### config.mk
export PLATFORM = sky130hd
export DESIGN_NAME = factorial_ctrl_param
export DESIGN_NICKNAME = d
export VERILOG_FILES = /design/src/rtl/fact_pkg.sv /design/src/rtl/fact_regbank.sv /design/src/rtl/factorial_ctrl_param.sv
export SDC_FILE = /design/constraint.sdc
export NUM_CORES = 1
export LEC_CHECK = 0
export ABC_CLOCK_PERIOD_IN_PS = 5150
export CORE_UTILIZATION = 55
export CTS_CLUSTER_DIAMETER = 120
export DETAILED_ROUTE_END_ITERATION = 10
export GPL_ROUTABILITY_DRIVEN = 0
export PLACE_DENSITY = 0.8
export SLEW_MARGIN = 30
export SYNTH_ARGS = -nofsm -noshare
export SYNTH_HDL_FRONTEND = slang
export SYNTH_HIERARCHICAL = 1
export SYNTH_SLANG_ARGS = --single-unit
### constraint.sdc
create_clock -name clk -period 5.15 [get_ports clk]
set_input_delay 1.03 -clock clk [delete_from_list [all_inputs] [get_ports clk]]
set_output_delay 1.03 -clock clk [all_outputs]
set_load 0.02 [all_outputs]
### src/rtl/fact_pkg.sv
// Shared types and constants for the factorial controller: FSM states,
// register word offsets and opdone bit positions.
package fact_pkg;

  typedef enum logic [1:0] {
    IDLE,
    MSTART,
    MWAIT,
    DONE
  } state_t;

  localparam int NUM_REGS     = 7;
  localparam int OFF_OPSTART  = 0;
  localparam int OFF_OPCLEAR  = 1;
  localparam int OFF_OPDONE   = 2;
  localparam int OFF_INTREN   = 3;
  localparam int OFF_OPERAND  = 4;
  localparam int OFF_RESULT_H = 5;
  localparam int OFF_RESULT_L = 6;

  localparam int OPDONE_DONE = 0;
  localparam int OPDONE_BUSY = 1;
  localparam int OPDONE_OVF  = 2;

  function automatic logic [2:0] opdone_bits(input logic done, input logic busy,
                                             input logic ovf);
    logic [2:0] v;
    v = '0;
    v[OPDONE_DONE] = done;
    v[OPDONE_BUSY] = busy;
    v[OPDONE_OVF]  = ovf;
    return v;
  endfunction

endpackage

### src/rtl/fact_regbank.sv
// Software-visible register storage, write decode and combinational read mux.
// opdone and the result come from the controller; everything else lives here.
module fact_regbank
  import fact_pkg::*;
#(
  parameter int DATA_W = 64,
  parameter int ADDR_W = 5
) (
  input  logic                  clk,
  input  logic                  reset,
  input  logic                  s_sel,
  input  logic                  s_wr,
  input  logic [ADDR_W-1:0]     s_addr,
  input  logic [DATA_W-1:0]     s_din,
  input  logic [2:0]            opdone,
  input  logic [2*DATA_W-1:0]   acc,
  output logic [DATA_W-1:0]     s_dout,
  output logic [DATA_W-1:0]     operand,
  output logic                  intr_en0,
  output logic                  start_cmd,
  output logic                  clear_cmd
);

  logic [DATA_W-1:0] opstart_q, opstart_d;
  logic [DATA_W-1:0] opclear_q, opclear_d;
  logic [DATA_W-1:0] intr_en_q, intr_en_d;
  logic [DATA_W-1:0] operand_q, operand_d;
  logic [NUM_REGS-1:0] addr_hit;
  logic [NUM_REGS-1:0] wr_hit;
  logic [DATA_W-1:0] rd_val [NUM_REGS];

  for (genvar gi = 0; gi < NUM_REGS; gi++) begin : g_decode
    assign addr_hit[gi] = s_sel && (s_addr == ADDR_W'(gi));
    assign wr_hit[gi]   = addr_hit[gi] && s_wr;
  end

  assign rd_val[OFF_OPSTART]  = opstart_q;
  assign rd_val[OFF_OPCLEAR]  = opclear_q;
  assign rd_val[OFF_OPDONE]   = DATA_W'(opdone);
  assign rd_val[OFF_INTREN]   = intr_en_q;
  assign rd_val[OFF_OPERAND]  = operand_q;
  assign rd_val[OFF_RESULT_H] = acc[2*DATA_W-1:DATA_W];
  assign rd_val[OFF_RESULT_L] = acc[DATA_W-1:0];

  assign start_cmd = wr_hit[OFF_OPSTART] & s_din[0];
  assign clear_cmd = wr_hit[OFF_OPCLEAR] & s_din[0];
  assign operand   = operand_q;
  assign intr_en0  = intr_en_q[0];

  always_comb begin
    opstart_d = opstart_q;
    opclear_d = opclear_q;
    intr_en_d = intr_en_q;
    operand_d = operand_q;
    if (wr_hit[OFF_OPSTART]) opstart_d = s_din;
    if (wr_hit[OFF_OPCLEAR]) opclear_d = s_din;
    if (clear_cmd)           opstart_d = '0;
    if (wr_hit[OFF_INTREN])  intr_en_d = s_din;
    // Operand is frozen while a computation is using it.
    if (wr_hit[OFF_OPERAND] && !opdone[OPDONE_BUSY]) operand_d = s_din;
  end

  always_comb begin
    s_dout = '0;
    for (int i = 0; i < NUM_REGS; i++) begin
      if (addr_hit[i]) s_dout = s_dout | rd_val[i];
    end
  end

  always_ff @(posedge clk) begin
    if (reset) begin
      opstart_q <= '0;
      opclear_q <= '0;
      intr_en_q <= '0;
      operand_q <= '0;
    end else begin
      opstart_q <= opstart_d;
      opclear_q <= opclear_d;
      intr_en_q <= intr_en_d;
      operand_q <= operand_d;
    end
  end

endmodule

### src/rtl/factorial_ctrl_param.sv
// Factorial controller: sequences an external iterative multiplier to build
// n! in a double-width accumulator, with overflow stop, abort and interrupt.
module factorial_ctrl_param
  import fact_pkg::*;
#(
  parameter int DATA_W = 64,
  parameter int ADDR_W = 5
) (
  input  logic                  clk,
  input  logic                  reset,
  input  logic                  s_sel,
  input  logic                  s_wr,
  input  logic [ADDR_W-1:0]     s_addr,
  input  logic [DATA_W-1:0]     s_din,
  output logic [DATA_W-1:0]     s_dout,
  output logic [DATA_W-1:0]     mul_a,
  output logic [DATA_W-1:0]     mul_b,
  output logic                  mul_start,
  output logic                  mul_clear,
  input  logic [2*DATA_W-1:0]   mul_result,
  input  logic                  mul_done,
  output logic                  intr
);

  localparam int ACC_W = 2 * DATA_W;

  state_t            state_q, state_d;
  logic [ACC_W-1:0]  acc_q, acc_d;
  logic [DATA_W-1:0] cnt_q, cnt_d, cnt_dec;
  logic [DATA_W-1:0] mul_a_q, mul_a_d, mul_b_q, mul_b_d;
  logic              mul_start_q, mul_start_d;
  logic              mul_clear_q, mul_clear_d;
  logic [2:0]        opdone_q, opdone_d;
  logic [DATA_W-1:0] operand;
  logic              intr_en0, start_cmd, clear_cmd;

  fact_regbank #(.DATA_W(DATA_W), .ADDR_W(ADDR_W)) u_regbank (
    .clk       (clk),
    .reset     (reset),
    .s_sel     (s_sel),
    .s_wr      (s_wr),
    .s_addr    (s_addr),
    .s_din     (s_din),
    .opdone    (opdone_q),
    .acc       (acc_q),
    .s_dout    (s_dout),
    .operand   (operand),
    .intr_en0  (intr_en0),
    .start_cmd (start_cmd),
    .clear_cmd (clear_cmd)
  );

  assign cnt_dec = cnt_q - DATA_W'(1);

  always_comb begin
    state_d     = state_q;
    acc_d       = acc_q;
    cnt_d       = cnt_q;
    opdone_d    = opdone_q;
    mul_a_d     = mul_a_q;
    mul_b_d     = mul_b_q;
    mul_start_d = 1'b0;
    mul_clear_d = 1'b0;
    // Clear takes priority over everything, including a coincident mul_done.
    if (clear_cmd) begin
      state_d     = IDLE;
      acc_d       = ACC_W'(1);
      opdone_d    = '0;
      mul_clear_d = 1'b1;
    end else begin
      case (state_q)
        IDLE: if (start_cmd) begin
          acc_d = ACC_W'(1);
          if (operand <= DATA_W'(1)) begin
            opdone_d = opdone_bits(1'b1, 1'b0, 1'b0);
            state_d  = DONE;
          end else begin
            cnt_d    = operand;
            opdone_d = opdone_bits(1'b0, 1'b1, 1'b0);
            state_d  = MSTART;
          end
        end
        MSTART: begin
          // A non-zero upper half means the next product cannot fit.
          if (acc_q[ACC_W-1:DATA_W] != '0) begin
            opdone_d = opdone_bits(1'b1, 1'b0, 1'b1);
            state_d  = DONE;
          end else begin
            mul_a_d     = acc_q[DATA_W-1:0];
            mul_b_d     = cnt_q;
            mul_start_d = 1'b1;
            state_d     = MWAIT;
          end
        end
        MWAIT: if (mul_done) begin
          acc_d       = mul_result;
          cnt_d       = cnt_dec;
          mul_clear_d = 1'b1;
          if (cnt_dec == DATA_W'(1)) begin
            opdone_d = opdone_bits(1'b1, 1'b0, 1'b0);
            state_d  = DONE;
          end else begin
            state_d = MSTART;
          end
        end
        DONE:    ;
        default: state_d = IDLE;
      endcase
    end
  end

  always_ff @(posedge clk) begin
    if (reset) begin
      state_q     <= IDLE;
      acc_q       <= ACC_W'(1);
      cnt_q       <= '0;
      opdone_q    <= '0;
      mul_a_q     <= '0;
      mul_b_q     <= '0;
      mul_start_q <= 1'b0;
      mul_clear_q <= 1'b1;
    end else begin
      state_q     <= state_d;
      acc_q       <= acc_d;
      cnt_q       <= cnt_d;
      opdone_q    <= opdone_d;
      mul_a_q     <= mul_a_d;
      mul_b_q     <= mul_b_d;
      mul_start_q <= mul_start_d;
      mul_clear_q <= mul_clear_d;
    end
  end

  assign mul_a     = mul_a_q;
  assign mul_b     = mul_b_q;
  assign mul_start = mul_start_q;
  assign mul_clear = mul_clear_q;
  assign intr      = intr_en0 & opdone_q[OPDONE_DONE];

endmodule

==> flow_metrics.py <==
metrics = {
    "floorplan": {
        "dieHeight_um": 228,
        "design.portCount": 397,
        "core_area_um2": 50200,
        "starting_density_of_the_core_pct": 55.7,
        "design.die.area_um2": 51800,
        "rows": 82,
        "die_span_x_um": 228,
    },
    "sta": {
        "final_min_period_over_clock_period_pct": 87.8,
        "post-route-worst-setup-slack_ns": 0.630,
        "finalClockSkew_ns": 0.0268,
        "max_clock_freq_mhz": 221,
        "rsz0062_at_grt": "false",
        "timing.slew.headroom_pct": 27.8,
        "report.final.setup_viol": 0,
        "hold_slack_ns": 0.451,
        "totalNegativeSetupSlack_ns": 0,
        "tightest_slew_ns": 1.08,
        "report.final.hold_viol_count": 0,
        "final-max-slew-violation-count": 0,
        "finalWorstPathRequiredPeriod_ns": 4.52,
    },
    "power": {
        "fin_total_pwr_mw": 15.0,
        "leakage_power_nw": 11.9,
        "power_per_cell_area_nw_per_um2": 438,
        "power.ir.vdd_worst_uv": 332,
    },
    "grt": {
        "grt.total_usage_pct": 37.2,
        "grt_antenna_before_repair": 16,
        "grt_start_max_net_pins": 194,
        "gr-total-overflow": 0,
        "grt_pass1_wl_um": 151000,
        "grt_pass1_vias": 25900,
    },
    "route": {
        "routed_via_density": 6.41,
        "via_count": 28300,
        "routed-wl-met2_um": 42800,
        "detail_route.wl_per_cell_um": 22.4,
        "met1_length_um": 40100,
        "drt_pass1_iterations": 6,
        "post-route-drc-count": 0,
        "drt_first_iter_violations": 3959,
        "drt_wl_total_um": 98800,
        "postRouteAntennaNets": 0,
        "top_layer_used": "met5",
        "wl_met3_um": 11200,
    },
    "run": {
        "max_cap_viol_count": 0,
    },
    "logic_synthesis": {
        "post_synth.cell_area_avg_um2": 7.93,
        "synth.net_count": 3735,
        "synth-seq-area-share_pct": 41.7,
        "main_flop_type_after_synthesis": "sky130_fd_sc_hd__dfxtp_1",
        "netlist.area_leader.share_pct": 41.7,
        "yosysTopAreaCell": "sky130_fd_sc_hd__dfxtp_1",
        "share_of_async_settable_or_async_resettable_flops_after_synthesis_pct": 0,
        "post_synth_num_cell_types": 74,
        "synthesis.area_um2": 28000,
        "synth.ff_latch_count": 583,
        "synth-edff-count": 0,
        "ys_top_cells_by_area": "sky130_fd_sc_hd__dfxtp_1 42%, sky130_fd_sc_hd__a21oi_1 7.1%, sky130_fd_sc_hd__nand3_1 6.8%",
        "syn-instance-count": 3527,
        "warnings_synthesis": 6,
    },
    "setup_path": {
        "worstPathMaxFanout": 51,
        "cp.required_ns": 4.12,
        "worst_reg_to_reg_setup_slack_ns": 0.77,
        "worst-r2r-cell-count": 10,
        "reg2reg_launch_point": "cnt_q[32]",
        "cp_data_arrival_time_ns": 3.49,
        "critPathCaptureType": "output port",
        "regToRegEndpoint": "opdone_q[0]",
        "worst_setup_path_start_kind": "input port",
        "path_class": "in -> out",
    },
    "run_status": {
        "status": "complete, no violations",
    },
    "min_path": {
        "hold_path.startpoint": "mul_b[9]",
        "worstHoldPathType": "reg -> reg",
        "hold_depth": 2,
        "hold_path_end": "mul_b[9]",
    },
    "finish": {
        "ff_latch_area_um2": 11700,
        "finish.cell_count_without_fillers": 4420,
        "design.final.nets": 3891,
        "mostFrequentLayoutCell": "sky130_fd_sc_hd__dfxtp_1",
        "synthToLayoutAreaGrowth_pct": 22.3,
        "drive_gt1_share_pct": 7.10,
        "final_cell_area_um2": 34200,
        "layout_common_cells": "583 x sky130_fd_sc_hd__dfxtp_1, 396 x sky130_fd_sc_hd__a21oi_1, 393 x sky130_fd_sc_hd__clkdlybuf4s50_1",
        "finished_core_util_pct": 68.2,
        "fillCellCount": 4120,
        "area_used_by_multi_input_combinational_logic_um2": 14800,
    },
    "clock_network": {
        "postCtsHoldBufs": 0,
        "post-cts-setup-buffers": 0,
        "htree_num_levels": 2,
        "worstSkewPairLatency_ns": 0.63,
        "cts_inserted_buffers": 60,
        "cts.sinks": 583,
        "clkSlewWorstSetupHoldPaths_ns": 0.06,
        "cts-resized-gates": 0,
        "cts_root_buffer": "sky130_fd_sc_hd__clkbuf_16",
        "cts_max_path_buffers": 3,
        "cts_tree": "done",
    },
    "placed_design": {
        "dpl.cell_count": 4293,
        "placed_area_um2": 32100,
        "dpl.hpwl_um": 64500,
        "buffer_ports.inserted": 396,
        "pre_cts_setup_slack_ns": 0.685,
    },
}
==> flip-flops by register name, summed over array words and instances (netlist names) <==
register,flops
opdone_q,3
cnt_q,64
mul_b,64
u_regbank/operand,64
u_regbank/opstart_q,64
state_q,2
mul_clear,1
mul_a,64
acc_q,128
u_regbank/opclear_q,64
u_regbank/intr_en_q,64
mul_start,1
==> cell families after synthesis <==
kind of cell / Yosys count / synth area share (%)
simple gates: 1492 / 27.8
compound gates: 919 / 18.7
flops: 583 / 41.7
buf+inv: 378 / 5.75
mux: 137 / 5.38
xor+xnor: 12 / 0.376
fa+ha+maj: 6 / 0.268
==> worst max-delay path, cell delays in order <==
cell,delay (ns)
sky130_fd_sc_hd__clkdlybuf4s50_1,0.62
sky130_fd_sc_hd__nor4_4,0.37
sky130_fd_sc_hd__buf_4,0.28
sky130_fd_sc_hd__buf_12,0.26
sky130_fd_sc_hd__nand3_1,0.14
sky130_fd_sc_hd__nand4_1,0.15
sky130_fd_sc_hd__clkdlybuf4s50_1,0.63
==> cell usage after synthesis (all sizes together) (19+ instances only) <==
cell type    n
and3b      121
nor3        38
nand4       84
mux2        66
nand2      351
nor2       230
a211oi      21
mux2i       67
nand2b     132
buf        103
o21ai      289
nor4        66
o22ai       19
a21oi      396
dfxtp      583
a22oi      137
nand3      380
or3         24
clkbuf     260
==> how the worst max path moves through the flow <==
stage / start / slack [ns] / to
after floorplan: cnt_q[12] / 1.51 / opdone_q[0]
after global placement: s_addr[3] / 0.70 / s_dout[63]
after detailed placement: s_addr[3] / 0.68 / s_dout[63]
after CTS: s_addr[3] / 0.68 / s_dout[33]
after global routing: s_addr[1] / 0.52 / s_dout[2]
final: s_addr[3] / 0.63 / s_dout[33]
==> metal layers <==
| metal | GRT usage (%) | vias to the layer above |
|---|---|---|
| met1 | 49.9 | 13300 |
| li1 | - | 13000 |
| met4 | 18.6 | 8 |
| met2 | 54.7 | 1709 |
| met3 | 10.0 | 309 |
| met5 | 0 | - |
==> final cells by class <==
cell class	instances	share of cell area (%)
sequential	583	34.1
clock inverter	23	0.812
antenna	15	0.110
tap	672	2.46
clock buffer	89	5.30
timing repair buffer	457	13.8
multi-input combinational	2566	43.3
inverter	15	0.165
==> report_power, final <==
part | switching, mW | internal, mW
combinational | 3.60 | 1.80
clock | 1.86 | 2.72
sequential | 0.294 | 4.71
total | 5.76 | 9.23
Power figures use the tool's default switching activity.
